### config.mk
export PLATFORM = sky130hd
export DESIGN_NAME = axi4lite_regfile_slave
export DESIGN_NICKNAME = d
export VERILOG_FILES = /design/src/rtl/axi4lite_pkg.sv /design/src/rtl/axi4lite_wr_ctrl.sv /design/src/rtl/axi4lite_regfile_slave.sv
export SDC_FILE = /design/constraint.sdc
export NUM_CORES = 1
export LEC_CHECK = 0
export BUFFER_PORTS_ARGS = -buffer_cell sky130_fd_sc_hd__buf_2
export CAP_MARGIN = 20
export CORE_UTILIZATION = 28
export CTS_CLUSTER_DIAMETER = 120
export DETAILED_ROUTE_END_ITERATION = 8
export MAX_ROUTING_LAYER = met4
export PLACE_DENSITY = 0.52
export RECOVER_POWER = 100
export SLEW_MARGIN = 20
export SYNTH_ARGS = -nofsm -noshare
export SYNTH_HDL_FRONTEND = slang
export SYNTH_SLANG_ARGS = --single-unit
### constraint.sdc
create_clock -name A_CLK -period 9.33 [get_ports A_CLK]
set_input_delay 0.933 -clock A_CLK [delete_from_list [all_inputs] [get_ports A_CLK]]
set_output_delay 0.933 -clock A_CLK [all_outputs]
set_load 0.05 [all_outputs]
### src/rtl/axi4lite_pkg.sv
// Shared AXI4-Lite types and helpers for the register-file slave and its write controller.
// Latency: none (types, constants and pure functions only).
// Backpressure: not applicable.
package axi4lite_pkg;

    typedef enum logic [1:0] {
        RESP_OKAY   = 2'b00,
        RESP_SLVERR = 2'b10
    } resp_t;

    // Strobe width for a given data width; usable in parameter context.
    function automatic int unsigned strb_w(input int unsigned data_w);
        return data_w / 8;
    endfunction

    // Register index from a byte address; lsb = log2(bytes per register).
    // Address widths up to 64 bits are supported.
    function automatic logic [63:0] addr_to_idx(input logic [63:0] addr, input int unsigned lsb);
        return addr >> lsb;
    endfunction

endpackage

### src/rtl/axi4lite_wr_ctrl.sv
// AW/W 1-deep buffering, write-commit generation and B channel for the register-file slave.
// Latency: commit fires in the cycle both AW and W are held or handshaking; B_VALID rises on that edge.
// Backpressure: AW/W readies drop while a buffer is full or B is pending; B holds until b_rdy.
// Ports: aw_*/w_*/b_* bus channels; accept_en gates readies; cmt_* present the write to the bank,
//        cmt_err (decoded by the top) selects SLVERR.
module axi4lite_wr_ctrl
    import axi4lite_pkg::*;
#(
    parameter int ADDR_W = 32,
    parameter int DATA_W = 32,
    parameter int STRB_W = strb_w(DATA_W)
) (
    input  logic              clk,
    input  logic              rst,
    input  logic              accept_en,
    input  logic              aw_vld,
    output logic              aw_rdy,
    input  logic [ADDR_W-1:0] aw_addr,
    input  logic              w_vld,
    output logic              w_rdy,
    input  logic [DATA_W-1:0] w_data,
    input  logic [STRB_W-1:0] w_strb,
    output logic              b_vld,
    input  logic              b_rdy,
    output logic [1:0]        b_resp,
    output logic              commit,
    output logic [ADDR_W-1:0] cmt_addr,
    output logic [DATA_W-1:0] cmt_data,
    output logic [STRB_W-1:0] cmt_strb,
    input  logic              cmt_err
);

    logic              aw_full_q, aw_full_d;
    logic [ADDR_W-1:0] aw_addr_q, aw_addr_d;
    logic              w_full_q, w_full_d;
    logic [DATA_W-1:0] w_data_q, w_data_d;
    logic [STRB_W-1:0] w_strb_q, w_strb_d;
    logic              b_vld_q, b_vld_d;
    resp_t             b_resp_q, b_resp_d;
    logic              aw_hs, w_hs;

    assign aw_rdy = accept_en && !aw_full_q && !b_vld_q;
    assign w_rdy  = accept_en && !w_full_q && !b_vld_q;
    assign aw_hs  = aw_vld && aw_rdy;
    assign w_hs   = w_vld && w_rdy;

    // A handshake this cycle counts as "full" so AW+W in cycle N commits at the end of N.
    assign commit   = (aw_full_q || aw_hs) && (w_full_q || w_hs);
    assign cmt_addr = aw_full_q ? aw_addr_q : aw_addr;
    assign cmt_data = w_full_q ? w_data_q : w_data;
    assign cmt_strb = w_full_q ? w_strb_q : w_strb;

    assign b_vld  = b_vld_q;
    assign b_resp = b_resp_q;

    always_comb begin
        aw_full_d = aw_full_q;
        aw_addr_d = aw_addr_q;
        w_full_d  = w_full_q;
        w_data_d  = w_data_q;
        w_strb_d  = w_strb_q;
        b_vld_d   = b_vld_q;
        b_resp_d  = b_resp_q;
        if (aw_hs) begin
            aw_full_d = 1'b1;
            aw_addr_d = aw_addr;
        end
        if (w_hs) begin
            w_full_d = 1'b1;
            w_data_d = w_data;
            w_strb_d = w_strb;
        end
        // Commit and a pending B are mutually exclusive: readies are low while B is pending.
        if (commit) begin
            aw_full_d = 1'b0;
            w_full_d  = 1'b0;
            b_vld_d   = 1'b1;
            b_resp_d  = cmt_err ? RESP_SLVERR : RESP_OKAY;
        end else if (b_vld_q && b_rdy) begin
            b_vld_d = 1'b0;
        end
    end

    always_ff @(posedge clk) begin
        if (rst) begin
            aw_full_q <= 1'b0;
            aw_addr_q <= '0;
            w_full_q  <= 1'b0;
            w_data_q  <= '0;
            w_strb_q  <= '0;
            b_vld_q   <= 1'b0;
            b_resp_q  <= RESP_OKAY;
        end else begin
            aw_full_q <= aw_full_d;
            aw_addr_q <= aw_addr_d;
            w_full_q  <= w_full_d;
            w_data_q  <= w_data_d;
            w_strb_q  <= w_strb_d;
            b_vld_q   <= b_vld_d;
            b_resp_q  <= b_resp_d;
        end
    end

endmodule

### src/rtl/axi4lite_regfile_slave.sv
// AXI4-Lite slave terminating the bus in NUM_REGS registers with byte strobes, RO mask and SLVERR.
// Latency: write commit and read data both one cycle after the completing handshake.
// Backpressure: one outstanding write and one outstanding read; readies low until B/R accepted.
// Ports: A_CLK/A_RST (sync, active-high), AW/W/B/AR/R AXI4-Lite channels, regs_q flattened register
//        contents, wr_pulse one-cycle per-register write strobe. DATA_W must be 32 or 64.
module axi4lite_regfile_slave
    import axi4lite_pkg::*;
#(
    parameter int                          ADDR_W   = 32,
    parameter int                          DATA_W   = 32,
    parameter int                          NUM_REGS = 16,
    parameter logic [NUM_REGS-1:0]         RO_MASK  = '0,
    parameter logic [NUM_REGS*DATA_W-1:0]  RST_VAL  = '0
) (
    input  logic                         A_CLK,
    input  logic                         A_RST,
    input  logic                         AW_VALID,
    output logic                         AW_READY,
    input  logic [ADDR_W-1:0]            AW_ADDR,
    input  logic                         W_VALID,
    output logic                         W_READY,
    input  logic [DATA_W-1:0]            W_DATA,
    input  logic [DATA_W/8-1:0]          W_STRB,
    output logic                         B_VALID,
    input  logic                         B_READY,
    output logic [1:0]                   B_RESP,
    input  logic                         AR_VALID,
    output logic                         AR_READY,
    input  logic [ADDR_W-1:0]            AR_ADDR,
    output logic                         R_VALID,
    input  logic                         R_READY,
    output logic [DATA_W-1:0]            R_DATA,
    output logic [1:0]                   R_RESP,
    output logic [NUM_REGS*DATA_W-1:0]   regs_q,
    output logic [NUM_REGS-1:0]          wr_pulse
);

    localparam int STRB_W = strb_w(DATA_W);
    localparam int LSB    = $clog2(STRB_W);

    logic                       rdy_en_q, rdy_en_d;
    logic                       accept_en;
    logic [NUM_REGS*DATA_W-1:0] regs_d;
    logic [NUM_REGS-1:0]        wr_pulse_q, wr_pulse_d;
    logic                       r_vld_q, r_vld_d;
    logic [DATA_W-1:0]          r_data_q, r_data_d;
    resp_t                      r_resp_q, r_resp_d;

    logic                       commit;
    logic [ADDR_W-1:0]          cmt_addr;
    logic [DATA_W-1:0]          cmt_data;
    logic [STRB_W-1:0]          cmt_strb;
    logic                       cmt_err;
    logic [63:0]                wr_idx, rd_idx;
    logic                       ar_hs;

    // Readies come up only in the first cycle after reset has been released.
    assign rdy_en_d  = 1'b1;
    assign accept_en = rdy_en_q && !A_RST;

    axi4lite_wr_ctrl #(
        .ADDR_W (ADDR_W),
        .DATA_W (DATA_W),
        .STRB_W (STRB_W)
    ) u_wr_ctrl (
        .clk       (A_CLK),
        .rst       (A_RST),
        .accept_en (accept_en),
        .aw_vld    (AW_VALID),
        .aw_rdy    (AW_READY),
        .aw_addr   (AW_ADDR),
        .w_vld     (W_VALID),
        .w_rdy     (W_READY),
        .w_data    (W_DATA),
        .w_strb    (W_STRB),
        .b_vld     (B_VALID),
        .b_rdy     (B_READY),
        .b_resp    (B_RESP),
        .commit    (commit),
        .cmt_addr  (cmt_addr),
        .cmt_data  (cmt_data),
        .cmt_strb  (cmt_strb),
        .cmt_err   (cmt_err)
    );

    assign wr_idx = addr_to_idx(64'(cmt_addr), LSB);
    assign rd_idx = addr_to_idx(64'(AR_ADDR), LSB);

    // Out-of-range or read-only targets get SLVERR and leave the bank untouched.
    always_comb begin
        cmt_err = (wr_idx >= 64'(NUM_REGS));
        for (int i = 0; i < NUM_REGS; i++) begin
            if (wr_idx == 64'(i) && RO_MASK[i]) begin
                cmt_err = 1'b1;
            end
        end
    end

    always_comb begin
        regs_d     = regs_q;
        wr_pulse_d = '0;
        for (int i = 0; i < NUM_REGS; i++) begin
            if (commit && !cmt_err && wr_idx == 64'(i) && (|cmt_strb)) begin
                wr_pulse_d[i] = 1'b1;
                for (int b = 0; b < STRB_W; b++) begin
                    if (cmt_strb[b]) begin
                        regs_d[i*DATA_W + b*8 +: 8] = cmt_data[b*8 +: 8];
                    end
                end
            end
        end
    end

    // Read path samples regs_q, so a same-cycle write commit is not visible to this read.
    assign AR_READY = accept_en && !r_vld_q;
    assign ar_hs    = AR_VALID && AR_READY;

    always_comb begin
        r_vld_d  = r_vld_q;
        r_data_d = r_data_q;
        r_resp_d = r_resp_q;
        if (ar_hs) begin
            r_vld_d  = 1'b1;
            r_data_d = '0;
            r_resp_d = RESP_SLVERR;
            for (int i = 0; i < NUM_REGS; i++) begin
                if (rd_idx == 64'(i)) begin
                    r_data_d = regs_q[i*DATA_W +: DATA_W];
                    r_resp_d = RESP_OKAY;
                end
            end
        end else if (r_vld_q && R_READY) begin
            r_vld_d = 1'b0;
        end
    end

    always_ff @(posedge A_CLK) begin
        if (A_RST) begin
            rdy_en_q   <= 1'b0;
            regs_q     <= RST_VAL;
            wr_pulse_q <= '0;
            r_vld_q    <= 1'b0;
            r_data_q   <= '0;
            r_resp_q   <= RESP_OKAY;
        end else begin
            rdy_en_q   <= rdy_en_d;
            regs_q     <= regs_d;
            wr_pulse_q <= wr_pulse_d;
            r_vld_q    <= r_vld_d;
            r_data_q   <= r_data_d;
            r_resp_q   <= r_resp_d;
        end
    end

    assign wr_pulse = wr_pulse_q;
    assign R_VALID  = r_vld_q;
    assign R_DATA   = r_data_q;
    assign R_RESP   = r_resp_q;

endmodule

==> impl_metrics.ini <==
[run_status]
outcome = complete, but fails checks
violations = max-capacitance violations, max-slew violations

[synthesis]
synth_top_flop_cell = sky130_fd_sc_hd__dfxtp_1
post_synth_num_cell_types = 71
synthDominantAreaCellType = sky130_fd_sc_hd__dfxtp_1
yosys_warnings = 0
synth.yosys.seq_area_share_pct = 44.75
synth_seq_cells = 633
synth_edf_count = 0
syn-mean-instance-area_um2 = 9.212
synthMostInstantiatedCell = sky130_fd_sc_hd__nand2_1
yosys-top-cells-area = sky130_fd_sc_hd__dfxtp_1 45%, sky130_fd_sc_hd__mux2i_1 19%, sky130_fd_sc_hd__nand2_1 10%
syn-cell-area_mm2 = 0.02832
async_flop_share_pct = 0
postSynthCellCount = 3074
yosys.area.top_type_share_pct = 44.75
synth_top_cells_by_count = 783 x sky130_fd_sc_hd__nand2_1, 633 x sky130_fd_sc_hd__dfxtp_1, 526 x sky130_fd_sc_hd__mux2i_1

[route]
vias = 27000
detail-route-antenna-nets = 0
drt_drc_violations_left = 0
detailedRoute.firstPassIterationCount = 7
detail_route.wirelength_um = 149700
wl_per_cell_um = 29.65
routed_via_density = 5.348
iteration_0_drc_count_of_the_detailed_router = 2628

[placement]
dp.final_hpwl_um = 109000
buffer_ports.inserted = 669
gp_routability_congestion = 0.8571

[clock_tree]
clkSlewWorstSetupHoldPaths_ns = 0.06
clock_sink_count = 633
cts_hold_buffers = 0
cts.path.max_buffers = 3
cts.repair.resized = 0
clkLatencyLatePin_ns = 0.65
h-tree-depth = 3
cts_post_setup_buffers_inserted = 0
tritoncts = yes
tritoncts.num_buffers = 77
cts.root.buffer_cell = sky130_fd_sc_hd__clkbuf_16

[timing]
max_clock_freq_ghz = 0.1668
drv_slew = 277
min_period_ns = 5.997
timing.final.hold_violations = 0
rsz0062_at_grt = false
fin_setup_tns_ns = 0
max_slew.worst_pin.slew_ns = 3.043
setup_viol_count_final = 0
period_share_pct = 64.27
maxSlewHeadroom_pct = -102.9
clock_skew_ns = 0.02529

[cells_and_area]
area_growth_pct = 21.85
post_route_cells_drive_above_1_share_pct = 11.40
num-fill-cells = 10660
finish.net_count = 3791
finished_core_util_pct = 34.46

[job]
drv.max_cap_violation_count = 7

[power_and_ir_drop]
comb_power_share_pct = 5.7
max-vdd-ir-drop_uv = 122.1
leakage_nw = 11.27
switching_power_mw = 1.576
p_sw_share_pct = 25.03
share_clk_of_total_power_pct = 51.0
flop_pwr_share_pct = 43.3
internal_power_mw = 4.720
pwr_density_cell_mw_per_mm2 = 182.5

[global_route]
track_usage_pct = 28.83
grt_antenna_before_repair = 12
grt_pass1_vias = 25010
global_route.overflow_total = 0
grt_max_degree = 174
grt_pass1_wl_um = 203500

[critical_path]
setup.reg_to_reg.worst_slack_ns = 4.03
timing.critical_path.from_type = input pin
end_kind = flip-flop
timing.critical_path.arrival_ns = 6.52
cell_depth_of_the_worst_setup_path = 7
crit_required_ns = 9.85
worst_path_largest_cell_delay_ns = 2.08
worst_reg2reg_path_length_in_cells = 8
cp_num_buf_inv = 3
cp_max_fo = 52
timing.critical_path.slowest_stage_cell = sky130_fd_sc_hd__clkbuf_1
critPathKind = in -> reg
critical-path-top-cell-by-count = sky130_fd_sc_hd__clkbuf_1
crit_path_cell_trace = clkbuf_1 -> clkbuf_1 -> nor2_1 -> clkbuf_1 -> nand2_1 -> o21ai_0 -> a2bb2oi_1
worst_path_dominant_cell_family = buffers and inverters

[die]
floorplan.initialDensity_pct = 28.28
core_region_area_mm2 = 0.1001
die_h_um = 320.0
io-pin-count = 676
die_area_mm2 = 0.1024
die_w_um = 320.0
fp-row-count = 116

[min_path]
class_of_the_tightest_hold_or_removal_check = reg -> reg
worst_hold_path.num_cells = 2
-- worst min-delay path: cells and delay by family (launching register included) --
family	cells	cell delay, ns
simple gates	1	0.05
flops	1	0.31
compound gates	1	0.05
-- layout by cell type (no fill, tap or decap), types with 7 or more instances in the layout --
cell type	instances
sky130_fd_sc_hd__a222oi_1	10
sky130_fd_sc_hd__clkbuf_1	587
sky130_fd_sc_hd__a22o_1	25
sky130_fd_sc_hd__o2111ai_1	10
sky130_fd_sc_hd__dfxtp_1	632
sky130_fd_sc_hd__nand2_2	8
sky130_fd_sc_hd__o21a_1	9
sky130_fd_sc_hd__nor3_2	7
sky130_fd_sc_hd__clkinv_2	20
sky130_fd_sc_hd__buf_2	99
sky130_fd_sc_hd__a22oi_1	34
sky130_fd_sc_hd__o211ai_1	14
sky130_fd_sc_hd__o221ai_1	14
sky130_fd_sc_hd__mux2_2	65
sky130_fd_sc_hd__clkbuf_8	11
sky130_fd_sc_hd__a21oi_1	162
sky130_fd_sc_hd__inv_1	11
sky130_fd_sc_hd__nor2_2	11
sky130_fd_sc_hd__buf_4	56
sky130_fd_sc_hd__o22ai_1	39
sky130_fd_sc_hd__mux2i_1	526
sky130_fd_sc_hd__or3_1	14
sky130_fd_sc_hd__bufinv_16	9
sky130_fd_sc_hd__or2_2	7
sky130_fd_sc_hd__nand4_1	17
sky130_fd_sc_hd__nand2_1	786
sky130_fd_sc_hd__mux4_2	15
sky130_fd_sc_hd__o21ai_0	102
sky130_fd_sc_hd__nor4_1	22
sky130_fd_sc_hd__or4_1	7
sky130_fd_sc_hd__nand3_1	36
sky130_fd_sc_hd__clkbuf_16	81
sky130_fd_sc_hd__nor3_1	21
sky130_fd_sc_hd__o22a_1	7
sky130_fd_sc_hd__a211oi_1	10
sky130_fd_sc_hd__nor2_1	141
sky130_fd_sc_hd__a221oi_1	11
-- logic make-up (layout without fill, tap and decap cells) --
| group | after synthesis | after routing | synth area share [%] |
|---|---|---|---|
| buffers and inverters | 216 | 887 | 2.916 |
| DFF | 633 | 633 | 44.75 |
| AOI/OAI and AO/OA | 494 | 494 | 11.20 |
| muxes | 607 | 607 | 22.41 |
| other | 1 | 6 | 0.01324 |
| and+or+nand+nor | 1123 | 1123 | 18.71 |
-- state kept, by name (all words and copies together) (netlist names), 4 cells and up --
register / flops
regs_q: 512
R_DATA: 32
u_wr_ctrl.w_data_q: 32
u_wr_ctrl.aw_addr_q: 30
wr_pulse: 16
u_wr_ctrl.w_strb_q: 4
-- power by group through the flow --
stage / clock, mW / sequential, mW / combinational, mW
2_1_floorplan: 0 / 2.79 / 0.198
3_3_place_gp: 0 / 2.79 / 0.368
3_5_place_dp: 0 / 2.79 / 0.368
4_1_cts: 3.27 / 2.73 / 0.369
5_1_grt: 3.38 / 2.73 / 0.374
6_report: 3.21 / 2.73 / 0.357
-- worst paths after layout --
check	from	to
worst max-delay path	A_RST	R_DATA[24]
worst min-delay path	u_wr_ctrl.w_data_q[8]	u_wr_ctrl.w_data_q[8]
worst max register to register	u_wr_ctrl.aw_full_q	regs_q[311]
worst min register to register	u_wr_ctrl.w_data_q[8]	u_wr_ctrl.w_data_q[8]
-- through the flow --
stage                     power, mW  instance area [um^2]  cells  worst slack, ns  hold slack [ns]
after floorplan               2.989                 28320   3075            5.750           0.4329
after global placement        3.153                 33130   4903            3.927           0.4378
after detailed placement      3.154                 33130   4903            3.924           0.4377
after CTS                     6.370                 35820   5044            4.613           0.4511
after global routing          6.482                 34510   5048            3.001           0.4677
final                         6.296                 34510   5048            3.333           0.4528
-- routing by layer --
metal | global-route usage [%] | share of wire [%] | up-vias
met2 | 43.18 | 44 | 1293
met5 | - | 0 | -
met3 | 7.706 | 8.8 | 230
li1 | - | - | 12090
met4 | 7.879 | 3.2 | 0
met1 | 37.98 | 44 | 13390
-- area by class of cell --
cell class / instances / area, um^2 / area share (%)
Timing Repair Buffer: 733 / 3102 / 8.989
Antenna cell: 4 / 10.01 / 0.02901
Sequential cell: 633 / 12670 / 36.73
Clock buffer: 102 / 2216 / 6.422
Inverter: 13 / 56.30 / 0.1632
Multi-Input combinational cell: 2226 / 14360 / 41.61
Clock inverter: 39 / 466.7 / 1.353
Tap cell: 1298 / 1624 / 4.707
(Power assumes the default switching activity.)
